## config.mk

```make
export PLATFORM = sky130hd
export DESIGN_NAME = vend_change_controller
export DESIGN_NICKNAME = d
export VERILOG_FILES = /design/src/rtl/vend_change_controller.sv
export SDC_FILE = /design/constraint.sdc
export NUM_CORES = 1
export LEC_CHECK = 0
export ABC_AREA = 1
export CAP_MARGIN = 20
export CELL_PAD_IN_SITES_DETAIL_PLACEMENT = 1
export CELL_PAD_IN_SITES_GLOBAL_PLACEMENT = 1
export CORE_MARGIN = 2
export CORE_UTILIZATION = 30
export DETAILED_ROUTE_END_ITERATION = 16
export MAX_ROUTING_LAYER = met4
export PLACE_DENSITY = 0.67
export SLEW_MARGIN = 20
export SYNTH_ARGS = -nofsm -noshare
export SYNTH_HDL_FRONTEND = slang
export SYNTH_SLANG_ARGS = --single-unit
export TNS_END_PERCENT = 30
```

## constraint.sdc

```tcl
create_clock -name clock -period 7 [get_ports clock]
set_input_delay 1.05 -clock clock [delete_from_list [all_inputs] [get_ports clock]]
set_output_delay 1.05 -clock clock [all_outputs]
set_load 0.05 [all_outputs]
```

## src/rtl/vend_change_controller.sv

```systemverilog
// Vending-machine change controller.
// Accepts a purchase against the upstream credit total, checks the price,
// releases the product and pays change one coin per cycle, largest coin
// first, from a snapshot of the coin inventory taken when the purchase is
// approved.
//
// Handshake: purchase is a level sampled only while busy is low (IDLE);
// busy high means the request is not accepted. done pulses once per
// accepted purchase, and clear_credit pulses only when the product was
// actually released.
module vend_change_controller #(
    parameter int VAL_W = 16,
    parameter int CNT_W = 8
) (
    input  logic             clock,
    input  logic             reset,
    input  logic             purchase,
    input  logic [VAL_W-1:0] credit,
    input  logic [VAL_W-1:0] price,
    input  logic [CNT_W-1:0] inv_500,
    input  logic [CNT_W-1:0] inv_1000,
    input  logic [CNT_W-1:0] inv_2000,
    input  logic [CNT_W-1:0] inv_5000,
    output logic             busy,
    output logic             dispense,
    output logic [3:0]       coin_out,
    output logic [VAL_W-1:0] change_left,
    output logic             clear_credit,
    output logic             done,
    output logic [3:0]       error,
    output logic [2:0]       state_dbg
);

    typedef enum logic [2:0] {
        IDLE     = 3'd0,
        CHECK    = 3'd1,
        DISPENSE = 3'd2,
        CHANGE   = 3'd3,
        FINISH   = 3'd4,
        FAIL     = 3'd5
    } state_t;

    localparam logic [VAL_W-1:0] D500  = VAL_W'(500);
    localparam logic [VAL_W-1:0] D1000 = VAL_W'(1000);
    localparam logic [VAL_W-1:0] D2000 = VAL_W'(2000);
    localparam logic [VAL_W-1:0] D5000 = VAL_W'(5000);

    localparam logic [CNT_W-1:0] CNT_ONE = CNT_W'(1);

    state_t           state, state_n;
    logic [VAL_W-1:0] credit_l, credit_l_n;
    logic [VAL_W-1:0] price_l, price_l_n;
    logic [CNT_W-1:0] cnt_500, cnt_500_n;
    logic [CNT_W-1:0] cnt_1000, cnt_1000_n;
    logic [CNT_W-1:0] cnt_2000, cnt_2000_n;
    logic [CNT_W-1:0] cnt_5000, cnt_5000_n;
    logic             busy_n;
    logic             dispense_n;
    logic [3:0]       coin_out_n;
    logic [VAL_W-1:0] change_left_n;
    logic             clear_credit_n;
    logic             done_n;
    logic [3:0]       error_n;
    logic             picked;

    assign state_dbg = state;

    // Register the state, the transaction snapshot and every output.
    always_ff @(posedge clock or negedge reset) begin
        if (!reset) begin
            state        <= IDLE;
            credit_l     <= '0;
            price_l      <= '0;
            cnt_500      <= '0;
            cnt_1000     <= '0;
            cnt_2000     <= '0;
            cnt_5000     <= '0;
            busy         <= 1'b0;
            dispense     <= 1'b0;
            coin_out     <= 4'b0000;
            change_left  <= '0;
            clear_credit <= 1'b0;
            done         <= 1'b0;
            error        <= 4'b0000;
        end else begin
            state        <= state_n;
            credit_l     <= credit_l_n;
            price_l      <= price_l_n;
            cnt_500      <= cnt_500_n;
            cnt_1000     <= cnt_1000_n;
            cnt_2000     <= cnt_2000_n;
            cnt_5000     <= cnt_5000_n;
            busy         <= busy_n;
            dispense     <= dispense_n;
            coin_out     <= coin_out_n;
            change_left  <= change_left_n;
            clear_credit <= clear_credit_n;
            done         <= done_n;
            error        <= error_n;
        end
    end

    // Next-state and next-output decode; pulses default low, values hold.
    always_comb begin
        state_n        = state;
        credit_l_n     = credit_l;
        price_l_n      = price_l;
        cnt_500_n      = cnt_500;
        cnt_1000_n     = cnt_1000;
        cnt_2000_n     = cnt_2000;
        cnt_5000_n     = cnt_5000;
        dispense_n     = 1'b0;
        coin_out_n     = 4'b0000;
        change_left_n  = change_left;
        clear_credit_n = 1'b0;
        done_n         = 1'b0;
        error_n        = error;
        picked         = 1'b0;

        case (state)
            IDLE: begin
                if (purchase) begin
                    error_n       = 4'b0000;
                    change_left_n = '0;
                    credit_l_n    = credit;
                    price_l_n     = price;
                    state_n       = CHECK;
                end
            end
            CHECK: begin
                if (price_l == '0) begin
                    error_n = 4'b0001;
                    state_n = FAIL;
                end else if (credit_l < price_l) begin
                    error_n = 4'b0010;
                    state_n = FAIL;
                end else begin
                    // Inventory is frozen here; later inv_* changes are ignored.
                    change_left_n = credit_l - price_l;
                    cnt_500_n     = inv_500;
                    cnt_1000_n    = inv_1000;
                    cnt_2000_n    = inv_2000;
                    cnt_5000_n    = inv_5000;
                    state_n       = DISPENSE;
                end
            end
            DISPENSE: begin
                dispense_n = 1'b1;
                state_n    = CHANGE;
            end
            CHANGE: begin
                if (change_left == '0) begin
                    state_n = FINISH;
                end else if (change_left >= D5000 && cnt_5000 != '0) begin
                    coin_out_n    = 4'b1000;
                    change_left_n = change_left - D5000;
                    cnt_5000_n    = cnt_5000 - CNT_ONE;
                    picked        = 1'b1;
                end else if (change_left >= D2000 && cnt_2000 != '0) begin
                    coin_out_n    = 4'b0100;
                    change_left_n = change_left - D2000;
                    cnt_2000_n    = cnt_2000 - CNT_ONE;
                    picked        = 1'b1;
                end else if (change_left >= D1000 && cnt_1000 != '0) begin
                    coin_out_n    = 4'b0010;
                    change_left_n = change_left - D1000;
                    cnt_1000_n    = cnt_1000 - CNT_ONE;
                    picked        = 1'b1;
                end else if (change_left >= D500 && cnt_500 != '0) begin
                    coin_out_n    = 4'b0001;
                    change_left_n = change_left - D500;
                    cnt_500_n     = cnt_500 - CNT_ONE;
                    picked        = 1'b1;
                end else begin
                    // Owed amount cannot be paid: report it and keep the balance.
                    error_n = 4'b0100;
                    state_n = FINISH;
                end
                // Leave straight after the last coin so done follows one cycle later.
                if (picked && change_left_n == '0) begin
                    state_n = FINISH;
                end
            end
            FINISH: begin
                done_n         = 1'b1;
                clear_credit_n = 1'b1;
                state_n        = IDLE;
            end
            FAIL: begin
                done_n  = 1'b1;
                state_n = IDLE;
            end
            default: begin
                state_n = IDLE;
            end
        endcase

        busy_n = (state_n != IDLE);
    end

endmodule

```

# Word level (Yosys, flattened, before mapping)
# Index checks and enable logic that the tools add are counted.
# totals
ff_bits,95
input_bits,67
word_cells,140
# op_classes
addsub,9
magnitude_cmp,5
eq_ne,18
muxes,70
n_reduce_logical,24
# op_table
operator,count
8-bit 2-to-1 mux,22
16-bit 2-to-1 mux,9
8-bit one-hot mux with 2 select lines,4
16-bit logical NOT,3
16-bit one-hot mux with 3 select lines,1
4-bit 2-to-1 mux,11
8-bit nonzero test,4
"8-bit by 1-bit subtractor with 8-bit output, second input constant",4
3-bit 2-to-1 mux,10
"2-bit inequality test, second input constant",12
"16-bit by 10-bit greater-or-equal comparator with 1-bit output, second input constant",1
"16-bit by 11-bit greater-or-equal comparator with 1-bit output, second input constant",1
"16-bit by 13-bit greater-or-equal comparator with 1-bit output, second input constant",1
"16-bit by 9-bit greater-or-equal comparator with 1-bit output, second input constant",1
16-bit < comparator,1
8-bit AND reduction,2
"16-bit by 10-bit subtractor with 16-bit output, second input constant",1
"16-bit by 11-bit subtractor with 16-bit output, second input constant",1
"16-bit by 13-bit subtractor with 16-bit output, second input constant",1
16-bit subtractor,1
"16-bit by 9-bit subtractor with 16-bit output, second input constant",1
3-bit one-hot mux with 4 select lines,1
4-bit one-hot mux with 3 select lines,1
1-bit 2-to-1 mux,10
15 further kinds,22

# Logic depth before layout (Yosys ltp)
# Gate-level depths: netlist (run 1).
# depth
ltp_word,13
depth_mapped,23
ltp_nobuf,23

# Least setup slack after synthesis (run 1)
# OpenSTA, ideal clock, no wires.
# synth_timing
path_type,register to register
startpoint,register change_left[4]
endpoint,register busy
setup_ps,133
arrival_time_ps,2627
setup_slack_ps,4241
stages_incl_launch_ff,20
path_buffers,1
period_less_slack_ps,2759
path_cell_list,dfrtp_1 > inv_1 > ha_1 > a21oi_1 > nand2_1 > nand2_1 > nand2_2 > nand2_2 > buf_6 > nand3b_2 > nand2_1 > nand2_1 > nand2_1 > nand3_1 > nand2_1 > nand2_1 > nor2_2 > nand3_2 > nand3_2 > nand3_1
# synth_between
elab_chain_len,13
# synth_rtl
element,line_no,text
start: declaration,27,"output logic [VAL_W-1:0] change_left,"
start signal: assignment,96,change_left <= change_left_n;
16-bit by 9-bit greater-or-equal comparator with 1-bit output,169,end else if (change_left >= D500 && cnt_500 != '0) begin
1-bit logical AND,169,
16-bit 2-to-1 mux,169,
16-bit 2-to-1 mux,164,end else if (change_left >= D1000 && cnt_1000 != '0) begin
16-bit 2-to-1 mux,159,end else if (change_left >= D2000 && cnt_2000 != '0) begin
16-bit 2-to-1 mux,154,end else if (change_left >= D5000 && cnt_5000 != '0) begin
16-bit 2-to-1 mux,152,if (change_left == '0) begin
16-bit 2-to-1 mux,120,case (state)
16-bit logical NOT,180,if (picked && change_left_n == '0) begin
1-bit logical AND,180,
3-bit 2-to-1 mux *,180,
3-bit one-hot mux with 4 select lines *,120,
3-bit nonzero test *,198,busy_n = (state_n != IDLE);
via busy_n,57,logic busy_n;
end signal: assignment,93,busy <= busy_n;
end: declaration,24,"output logic busy,"
# Mark *: on every way through the listed nets, which the timed path passes. The rest lies on a longest branch. The select of a mux whose other input is x is not followed.
# A chain may end at the register's enable or synchronous reset.

# Worst setup path in the final report (run 1)
# layout_timing
startpoint,register price_l[0]
endpoint,register change_left[0]
# layout_between
elab_chain_len,4
# layout_rtl
element,line_no,text
start: declaration,52,"logic [VAL_W-1:0] price_l, price_l_n;"
start signal: assignment,88,price_l <= price_l_n;
16-bit subtractor,139,change_left_n = credit_l - price_l;
16-bit 2-to-1 mux,134,end else if (credit_l < price_l) begin
16-bit 2-to-1 mux,131,if (price_l == '0) begin
16-bit one-hot mux with 3 select lines,120,
# Several ways; a longest one is shown, not always the timed one. The select of a mux whose other input is x is not followed.

==> reports/metrics.cfg, run 1 <==
[pwr]
p_leak_nw = 4.112
vdd_drop_max_mv = 0.1889
finalPower_mw = 4.497
power_density_nw_per_um2 = 520.6

[drt]
drt_first_pass_iters = 5
viasPerCell = 4.815
vias = 6881
drtAntennaViolNets = 0
routedWlPerCell_um = 16.09
routed_wirelength_mm = 22.99
drc = 0
drt_iter0_drc = 346

[global_routing]
grt_max_degree = 59
overflow = 0
grt_pass1_wl_mm = 37.78
antenna_found_initial = 0
gr-usage-all-layers_pct = 19.84
grt_pass1_vias = 7102

[synth]
synth-edff-count = 0
synth_mux_area_share_pct = 0
ys_seq_area_share_pct = 32.98
synth_top_family_by_area = simple AND/OR/NAND/NOR gates
syn_area_um2 = 7132
yosys.area_share.adder_pct = 6.246
synthSimpleGateAreaFrac_pct = 34.23
async_flop_share_pct = 100.0
synth-compound-area-share_pct = 15.54
synth_top_flop_cell = dfrtp_1
syn_area_per_cell_um2 = 6.944
syn_inst = 1027
yosys_warnings = 0
synth_nets = 1129
synth_seq_cells = 94
synthDistinctLibCells = 54
synthXorXnorAreaFrac_pct = 1.842

[placed_design]
dp_hpwl_mm = 17.73
portBuffers = 96
gp_congestion = 0.8741

[sta]
setup_violations = 0
skew_ps = 12.63
hold_viol_final = 0
setup-tns-final_ps = 0
worstMarginPinSlew_ps = 1010
rsz0062_at_grt = false
drv_slew = 0
relSlewSlack_pct = 32.60
timing.final.crit_share_pct = 45.38
layout_min_cycle_time_ps = 3177
max_clock_freq_ghz = 0.3148

[critical_path]
crit_type = reg -> reg
cp-start-kind = flop
critPathArrivalTime_ps = 3400
critical_path.max_fanout = 28
cp-end-kind = flop
worstPathRequired_ps = 7230

[finish]
n_fill_cell = 3034
syn_to_final_growth_pct = 21.12
drive_gt1_share_pct = 8.288
utilization_pct = 36.91
final-seq-area_um2 = 2352
diodes = 0
layout.nets = 1207
multi_input_comb_area_um2 = 4133

[floorplanning]
boundaryPins = 98
initial_utilization_pct = 30.47
fp.dieH_um = 158.2
die_area_um2 = 25020
die_w_um = 158.2
rows = 56
design.core.area_um2 = 23400

[status]
outcome = finished clean

[clocking]
clk_transition_reported_paths_ps = 80
cts_resized = 0
htree_levels = 3
cts-root-buf = clkbuf_16
clock_sinks = 94
cts_made_buffers = 9
post-cts-setup-buffers = 0
cts_tree = yes
ctsHoldBuffers = 0
clockBufferDepth = 2
clk_latency_ps = 360

[worst_hold_path]
min_path_type = reg -> reg

[run]
drv_cap = 0

## synthesized netlist by cell type (4+ instances only)
cell type / n / area (um2)
xnor2_1: 8 / 70.07
nand4_1: 14 / 87.58
a31oi_1: 12 / 75.07
nand2_2: 15 / 93.84
o31ai_1: 4 / 30.03
inv_2: 9 / 33.78
ha_1: 34 / 425.4
inv_1: 106 / 397.9
nor2_2: 13 / 81.33
nor2_4: 5 / 56.30
clkbuf_1: 15 / 56.30
nand3_1: 57 / 285.3
xor2_1: 7 / 61.31
nor3_1: 7 / 35.03
nand2_1: 321 / 1205
o21ai_0: 78 / 390.4
buf_6: 8 / 90.09
dfrtp_1: 94 / 2352
nand3_2: 6 / 60.06
o22ai_1: 9 / 56.30
o21ai_1: 18 / 90.09
nor2_1: 81 / 304.0
a22o_1: 4 / 35.03
o21a_1: 11 / 82.58
o211ai_1: 4 / 30.03
nand2_4: 4 / 45.04
buf_4: 5 / 37.54
a21oi_1: 42 / 210.2
## flip-flops by register name, summed over array words and instances (netlist names)
name and count:
busy 1, change_left 16, clear_credit 1, cnt_1000 8, cnt_2000 8, cnt_500 8, cnt_5000 8, coin_out 4
credit_l 16, dispense 1, done 1, error 3, price_l 16, state_dbg 3
## area by class of cell
type                       instances  share of cell area, %
clock inverter                     7                  1.188
clock buffer                       9                  2.607
sequential                        94                  27.23
tap                              319                  4.621
multi-input combinational        783                  47.84
timing repair buffer              99                  11.36
inverter                         118                  5.156
## worst max-delay path: stages, from the launching register on
cell and delay [ps]:
dfrtp_1 430, ha_1 240, fa_1 420, inv_1 70
nand3_1 60, nand2_1 110, nand2_2 80, a21oi_4 180
a31oi_1 160, o21ai_1 140, inv_1 60, nor2_2 160
nor2_4 90, nor2_4 480, nand2_1 140, nand2_1 110
o21ai_0 100
## cells in the final DEF (no fill, tap or decap), drive strengths merged
cell           synthesis  routed
nand3b                 5       5
dfrtp                 94      94
xnor2                  8       8
o22ai                  9       9
buf                   16       4
clkinv                 2       4
nand2                341     341
a31oi                 12      12
nand3                 64      64
a21o                   1       1
ha                    34      34
o211ai                 4       4
o21ai                 97      97
bufinv                 0       1
conb                   1       1
or2                    2       2
o21bai                 1       1
a21oi                 46      46
o21a                  11      11
nor3                   8       8
nor3b                  1       1
nand4                 15      15
a22o                   4       4
o2111ai                1       1
clkbuf                16       9
inv                  116     120
clkdlybuf4s50          0      95
xor2                   7       7
o31ai                  4       4
a31o                   3       3
nor4                   3       3
nor2                 100     100
fa                     1       1
## metal layers
layer / routed length (um) / track usage, % / vias up
met5: 0 / - / -
met4: 252 / 3.947 / 0
li1: - / - / 3487
met3: 595 / 2.573 / 13
met1: 11140 / 26.22 / 3282
met2: 11010 / 32.80 / 99
## power breakdown
part | leakage (nW) | switching, mW | internal, mW
Sequential | 1.17 | 0.228 | 0.784
Combinational | 2.78 | 1.97 | 0.961
Clock | 0.160 | 0.260 | 0.292
Total | 4.11 | 2.46 | 2.04
## cells by family after synthesis
kind of cell	Yosys count
AOI/OAI and AO/OA	193
xor gates and xnor gates	15
other	1
DFF	94
buffers and inverters	150
and+or+nand+nor	539
adders and majority gates	35
## final timing paths
| path | from | end | slack, ps | cells after the start |
|---|---|---|---|---|
| worst min-delay path | credit_l[14] | credit_l[14] | 500 | 2 |
| max in group asynchronous | reset | cnt_500[4] | 5210 | 2 |
| worst max register to register | price_l[0] | change_left[0] | 3820 | 16 |
| worst min register to register | credit_l[14] | credit_l[14] | 500 | 2 |
| worst max-delay path | price_l[0] | change_left[0] | 3820 | 16 |
| min in group asynchronous | reset | cnt_5000[4] | 680 | 1 |
## through the flow
step           area [um2]  setup slack, ps  instances  hold slack, ps
2_1_floorplan        7132             4241       1027           455.3
3_3_place_gp         8310             3684       1413           472.2
3_5_place_dp         8310             3670       1413           480.9
4_1_cts              8638             3778       1429           505.4
5_1_grt              8638             3537       1429           536.2
6_report             8638             3823       1429           500.9
(Power assumes the default switching activity.)
==> inputs of run 2 (changes only) <==
--- a/config.mk
+++ b/config.mk
@@ -13,7 +13,7 @@
 export CORE_UTILIZATION = 30
 export DETAILED_ROUTE_END_ITERATION = 16
 export MAX_ROUTING_LAYER = met4
-export PLACE_DENSITY = 0.67
+export PLACE_DENSITY = 0.69
 export SLEW_MARGIN = 20
 export SYNTH_ARGS = -nofsm -noshare
 export SYNTH_HDL_FRONTEND = slang
==> constraint.sdc (replaced) <==
create_clock -name clock -period 2.8 [get_ports clock]
set_input_delay 0.42 -clock clock [delete_from_list [all_inputs] [get_ports clock]]
set_output_delay 0.42 -clock clock [all_outputs]
set_load 0.05 [all_outputs]
==> run 2 against run 1 <==
  * Clock skew about the same
  * Cell area up 8.7%
  * First-iteration DRC count down 1.7%
  * Non-clock buffer count up 71
  * Fmax up 16%
  * Critical endpoint is now cnt_500[4]
  * Clock power up 110%
  * Highest routed layer unchanged
  * Cell count up 5.1%
  * Combinational power rose to 3.0 times the previous value
  * Largest cell class unchanged
  * Sequential share of layout area down 2.2 points
==> reports/metrics.cfg, run 2 (synthesis results as in run 1) <==
[critical_path]
cp-start-kind = flop
r2r-start = price_l[0]
worst-path-buf-inv = 3  ; +1
cp-end-kind = flop
r2r_cells = 16  ; unchanged
cp_top_family = simple AND/OR/NAND/NOR gates
reg2reg_setup_slack_ps = 50  ; -3770 ps
crit_chain = ha_2, fa_2, inv_2, nand3_2, nand2_2, nand2_4, a21oi_4, a31oi_4, o21ai_1, inv_1, nor2_4, nor2_4, nor2_4, buf_12, nand2_8, o21a_1
worstPathRequired_ps = 3060  ; -4170 ps
critical_path.max_fanout = 8  ; -71%
timing.rr.end = cnt_500[4]
slowest_delay_ps = 390  ; -90 ps
cpMaxStageDelayCell = dfrtp_1
crit_type = reg -> reg
critPathArrivalTime_ps = 3000  ; -400 ps
crit_top_cell = nor2_4

[floorplanning]
initial_utilization_pct = 30.47  ; unchanged
fp.dieH_um = 158.2  ; unchanged
boundaryPins = 98  ; unchanged
rows = 56  ; unchanged
design.core.area_um2 = 23400  ; unchanged
die_area_um2 = 25020  ; unchanged
die_w_um = 158.2  ; unchanged

[finish]
final_cell_mix = nand2_1 (312), inv_1 (100), clkdlybuf4s50_1 (95), dfrtp_1 (94), o21ai_0 (76)
utilization_pct = 40.14  ; +3.2 points
fin_cells = 1502  ; +5.1%
syn_to_final_growth_pct = 31.70
layout_commonest_cell = nand2_1
diodes = 0  ; unchanged
top_regs = change_left x16, credit_l x16, price_l x16
layout.nets = 1281  ; +6.1%
drive_gt1_share_pct = 16.57  ; +8.3 points

[drt]
drtAntennaViolNets = 0  ; unchanged
routedWlPerCell_um = 15.56  ; -3.3%
drt_first_pass_iters = 4  ; -1
drc = 0  ; unchanged
top_layer_used = met4
vias = 7231  ; +5.1%
routed-wl-met2_mm = 11.10  ; +0.81%
dr_wl_met3_um = 639  ; +7.4%
wirelength_met1_mm = 11.11  ; -0.26%
viasPerCell = 4.814  ; about the same
drt_iter0_drc = 340  ; -1.7%
routed_wirelength_mm = 23.37  ; +1.6%

[placed_design]
dp_cells = 1476  ; +4.5%
portBuffers = 96  ; unchanged
dp_slack_ps = 8.916  ; -3661 ps
dp_hpwl_mm = 18.10  ; +2.1%
gp_congestion = 0.8799  ; +0.66%

[sta]
layout_min_cycle_time_ps = 2748  ; -428.6 ps
hold_viol_final = 0  ; unchanged
worstMarginPinSlew_ps = 960.0  ; -49.62 ps
relSlewSlack_pct = 35.33  ; +2.7 points
setup_violations = 0  ; unchanged
skew_ps = 13.00  ; +0.3747 ps
rsz0062_at_grt = true
max_clock_freq_ghz = 0.3639  ; +16%
timing.final.crit_share_pct = 98.15  ; +53 points
drv_slew = 0  ; unchanged
setup_slack_ps = 51.74  ; -3771 ps

[global_routing]
overflow = 0  ; unchanged
grt_pass1_vias = 7561  ; +6.5%
grt_max_degree = 58  ; -1.7%
gr-usage-all-layers_pct = 19.97  ; +0.13 points
grt_pass1_wl_mm = 38.07  ; +0.75%
antenna_found_initial = 0  ; unchanged

[clocking]
clk_transition_reported_paths_ps = 70  ; about the same
cts_made_buffers = 9  ; unchanged
clk_latency_ps = 360  ; about the same
ctsHoldBuffers = 0  ; unchanged
htree_levels = 3  ; unchanged
cts-root-buf = clkbuf_16
clockBufferDepth = 2  ; unchanged
cts_tree = yes
clock_sinks = 94  ; unchanged

[status]
outcome = finished clean

[pwr]
finalPower_mw = 12.45  ; +180%
power_density_nw_per_um2 = 1326  ; +150%
p_leak_nw = 4.486  ; +9.1%
vdd_drop_max_mv = 0.4113  ; +120%

[worst_hold_path]
min_path_type = in -> async

[run]
drv_cap = 0  ; unchanged

## run 2: cell count changes in the layout (fill, tap and decap cells not counted), moves of 3 or more
cell and delta:
buf_4 +64, nand2_1 -9, nor2_1 -7, buf_12 +5
inv_1 -5, nand2_4 +5, nor2_2 +5, ha_1 -4
ha_2 +4, inv_2 +4, nand2_2 +4, nand2_8 +3
## run 2: report_power, final
part / leakage (nW) / switching, mW / total (mW) / internal [mW]
clock: 0.128 / 0.556 / 1.18 / 0.627
sequential: 1.17 / 0.512 / 2.48 / 1.96
combinational: 3.19 / 5.47 / 8.79 / 3.33
## run 2: worst max-delay path by stage
stage	from	slack, ps	cells after the start	end
global placement	change_left[4]	60	19	busy
CTS	price_l[0]	2	15	cnt_500[4]
global route	price_l[0]	-140	16	cnt_500[4]
floorplan	change_left[4]	40	19	busy
detailed placement	price_l[0]	9	15	cnt_500[4]
finish	price_l[0]	50	16	cnt_500[4]
## run 2: cell type report
class / instances / area, um2
clock buffers: 11 / 242.7
clock inverters: 4 / 32.53
fillers: 3008 / 14010
inverters: 118 / 447.9
multi-input cells: 786 / 4334
flip-flops and latches: 94 / 2352
well taps: 319 / 399.1
repair buffers: 170 / 1584
## run 2: repair_timing
item	CTS	global route
buffers inserted	0	8
resized for setup	0	50
endpoints found under the setup margin	0	53
hold endpoints to repair	0	0
## run 2: worst register-to-register path, delay by kind of cell (launching register included)
| family | cells | cell delay, ps |
|---|---|---|
| AOI/OAI and AO/OA | 4 | 660 |
| adders and majority gates | 2 | 590 |
| buffers and inverters | 3 | 300 |
| DFF | 1 | 390 |
| and+or+nand+nor | 7 | 700 |
## run 2: metal layers
metal	vias up	track usage, %
li1	3636	-
met1	3456	25.36
met2	108	33.52
met3	31	2.217
met4	0	6.092
met5	-	-
## run 2: stage by stage
step           TNS [ps]  hold WS, ps  instance area, um2
2_1_floorplan         0        124.4                7132
3_3_place_gp          0        477.0                8833
3_5_place_dp          0        477.0                8833
4_1_cts               0        107.4                9109
5_1_grt           -1786        131.9                9393
6_report              0        89.14                9393
==> inputs of run 3 (changes only) <==
--- a/config.mk
+++ b/config.mk
@@ -13,7 +13,7 @@
 export CORE_UTILIZATION = 30
 export DETAILED_ROUTE_END_ITERATION = 16
 export MAX_ROUTING_LAYER = met4
-export PLACE_DENSITY = 0.69
+export PLACE_DENSITY = 0.71
 export SLEW_MARGIN = 20
 export SYNTH_ARGS = -nofsm -noshare
 export SYNTH_HDL_FRONTEND = slang
==> run 3 against run 2 <==
  * Sequential power hardly changed
  * Fmax is 1.8% higher
  * Highest routed layer unchanged
  * Largest cell class unchanged
  * Global-route usage up 0.27 points
  * Critical path type unchanged
  * Via count rose by 0.98%
  * Core utilization is 0.53 points higher
==> reports/metrics.cfg, run 3 (synthesis results as in run 1) <==
[status]
outcome = finished clean

[pwr]
p_seq_share_pct = 19.1  ; -0.8 points
p_leak_nw = 4.550  ; +1.4%
p_int_mw = 6.255  ; +5.7%
pwr-share-clk_pct = 11.3  ; +1.8 points
vdd_drop_max_mv = 0.4562  ; +11%
p_comb_share_pct = 69.6  ; -1.0 points
p_switching_mw = 6.700  ; +2.5%
power_density_nw_per_um2 = 1361  ; +2.7%
netSwitchingFraction_pct = 51.72  ; -0.76 points
finalPower_mw = 12.95  ; +4.0%

[global_routing]
overflow = 0  ; unchanged
grt_max_degree = 58  ; unchanged
antenna_found_initial = 0  ; unchanged
grt_pass1_wl_mm = 38.59  ; +1.4%
grt_pass1_vias = 7508  ; -0.70%
gr-usage-all-layers_pct = 20.23  ; +0.27 points

[placed_design]
gp_congestion = 0.8646  ; -1.7%
portBuffers = 96  ; unchanged
dp_hpwl_mm = 18.41  ; +1.7%
dp_cells = 1478  ; +0.14%

[critical_path]
critPathArrivalTime_ps = 2930  ; -70 ps
cp-start-kind = flop
crit_start = change_left[4]
critical_path.max_fanout = 6  ; -2
cp-end-kind = flop
crit_type = reg -> reg
r2r-start = change_left[4]
worstPathRequired_ps = 3030  ; -30 ps

[sta]
timing.final.crit_share_pct = 96.43  ; -1.7 points
skew_ps = 12.77  ; -0.2318 ps
rsz0062_at_grt = true
setup_violations = 0  ; unchanged
hold_viol_final = 0  ; unchanged
fin_hold_ws_ps = 11.37  ; -77.77 ps
drv_slew = 0  ; unchanged
setup-tns-final_ps = 0  ; unchanged
worstMarginPinSlew_ps = 622.6  ; -337.3 ps
max_clock_freq_ghz = 0.3704  ; +1.8%
layout_min_cycle_time_ps = 2700  ; -48.31 ps
relSlewSlack_pct = 58.14  ; +23 points

[finish]
layout.nets = 1287  ; +0.47%
layout_commonest_cell = nand2_1
final_cell_mix = nand2_1 (310), inv_1 (101), clkdlybuf4s50_1 (95), dfrtp_1 (93), o21ai_0 (77)
syn_to_final_growth_pct = 33.46
diodes = 0  ; unchanged
top_regs = change_left x16, credit_l x16, price_l x16
drive_gt1_share_pct = 17.56  ; +0.99 points
fin_cells = 1509  ; +0.47%
utilization_pct = 40.67  ; +0.53 points

[floorplanning]
fp.dieH_um = 158.2  ; unchanged
boundaryPins = 98  ; unchanged
design.core.area_um2 = 23400  ; unchanged
die_w_um = 158.2  ; unchanged
initial_utilization_pct = 30.47  ; unchanged
rows = 56  ; unchanged
die_area_um2 = 25020  ; unchanged

[clocking]
cts_tree = yes
clockBufferDepth = 2  ; unchanged
cts_made_buffers = 9  ; unchanged
clk_transition_reported_paths_ps = 70  ; about the same
clk_latency_ps = 360  ; about the same
cts-root-buf = clkbuf_16
htree_levels = 3  ; unchanged
clock_sinks = 94  ; unchanged

[drt]
vias = 7302  ; +0.98%
drt_iter0_drc = 363  ; +6.8%
drtAntennaViolNets = 0  ; unchanged
viasPerCell = 4.839  ; +0.51%
drt_first_pass_iters = 5  ; +1
routed_wirelength_mm = 24.14  ; +3.3%
routedWlPerCell_um = 16.00  ; +2.8%
drc = 0  ; unchanged

[run]
drv_cap = 0  ; unchanged

[worst_hold_path]
min_path_type = in -> async

run 3: changes by cell type in the layout (fill, tap and decap cells not counted), sizes merged:
cell,delta
bufinv,+3
clkbuf,-1
inv,+1
buf,+6
clkinvlp,-2
run 3: area by class of cell:
cell class                 count  area (um2)
fill                        2987       13880
multi-input combinational    786        4357
sequential                    94        2354
timing repair buffer         176        1615
inverter                     118       447.9
tap                          319       399.1
clock buffer                  10       229.0
clock inverter                 6       116.4
run 3: timing repair:
item                                    4_1_cts  5_1_grt
endpoints found under the setup margin        2       53
pin swaps                                     0       18
setup buffers                                 0       12
gates cloned                                  0        3
resized for setup                             1       59
hold buffers                                  0        0
run 3: worst paths after layout:
kind                            slack, ps      endpoint  cells after the start
max in group asynchronous            2150  credit_l[13]                      2
worst max-delay path                  100          busy                     18
worst min register to register        490   credit_l[4]                      2
worst max register to register        100          busy                     18
min in group clock                    490   credit_l[4]                      2
worst min-delay path                   10   cnt_5000[2]                      1
run 3: critical path, stage by stage (launching register included):
cell     delay, ps
dfrtp_1        440
buf_6          140
ha_2           180
buf_4          120
nand3_2         80
nor2_2         120
nand2_2        100
a21oi_4        300
nand3_2        110
nand2_2         90
nand2_2         90
nand2_4        100
nand3_1         70
nand2_1        110
nand2_1         70
nor2_2         150
nand3_2        110
nand3_2        100
nand3_1         80
run 3: per-layer routing:
metal | vias up | wire length (um) | track usage (%)
met5 | - | 0 | -
met4 | 0 | 340 | 4.719
met2 | 112 | 11970 | 34.04
met1 | 3503 | 11210 | 26.28
li1 | 3663 | - | -
met3 | 24 | 625 | 2.163
run 3: power groups by stage:
stage               sequential, mW  combinational, mW  clock [mW]
floorplan                     2.75               5.23           0
global placement              2.46               7.95           0
detailed placement            2.48               8.17           0
CTS                           2.46               8.26        1.49
global route                  2.55               10.1        1.55
finish                        2.47               9.02        1.46
run 3: through the flow:
stage / area [um2] / setup WS, ps
after floorplan: 7132 / 40.77
after global placement: 8836 / 113.4
after detailed placement: 8836 / 22.65
after CTS: 9186 / -11.32
after global routing: 9518 / -82.13
final: 9518 / 100.0
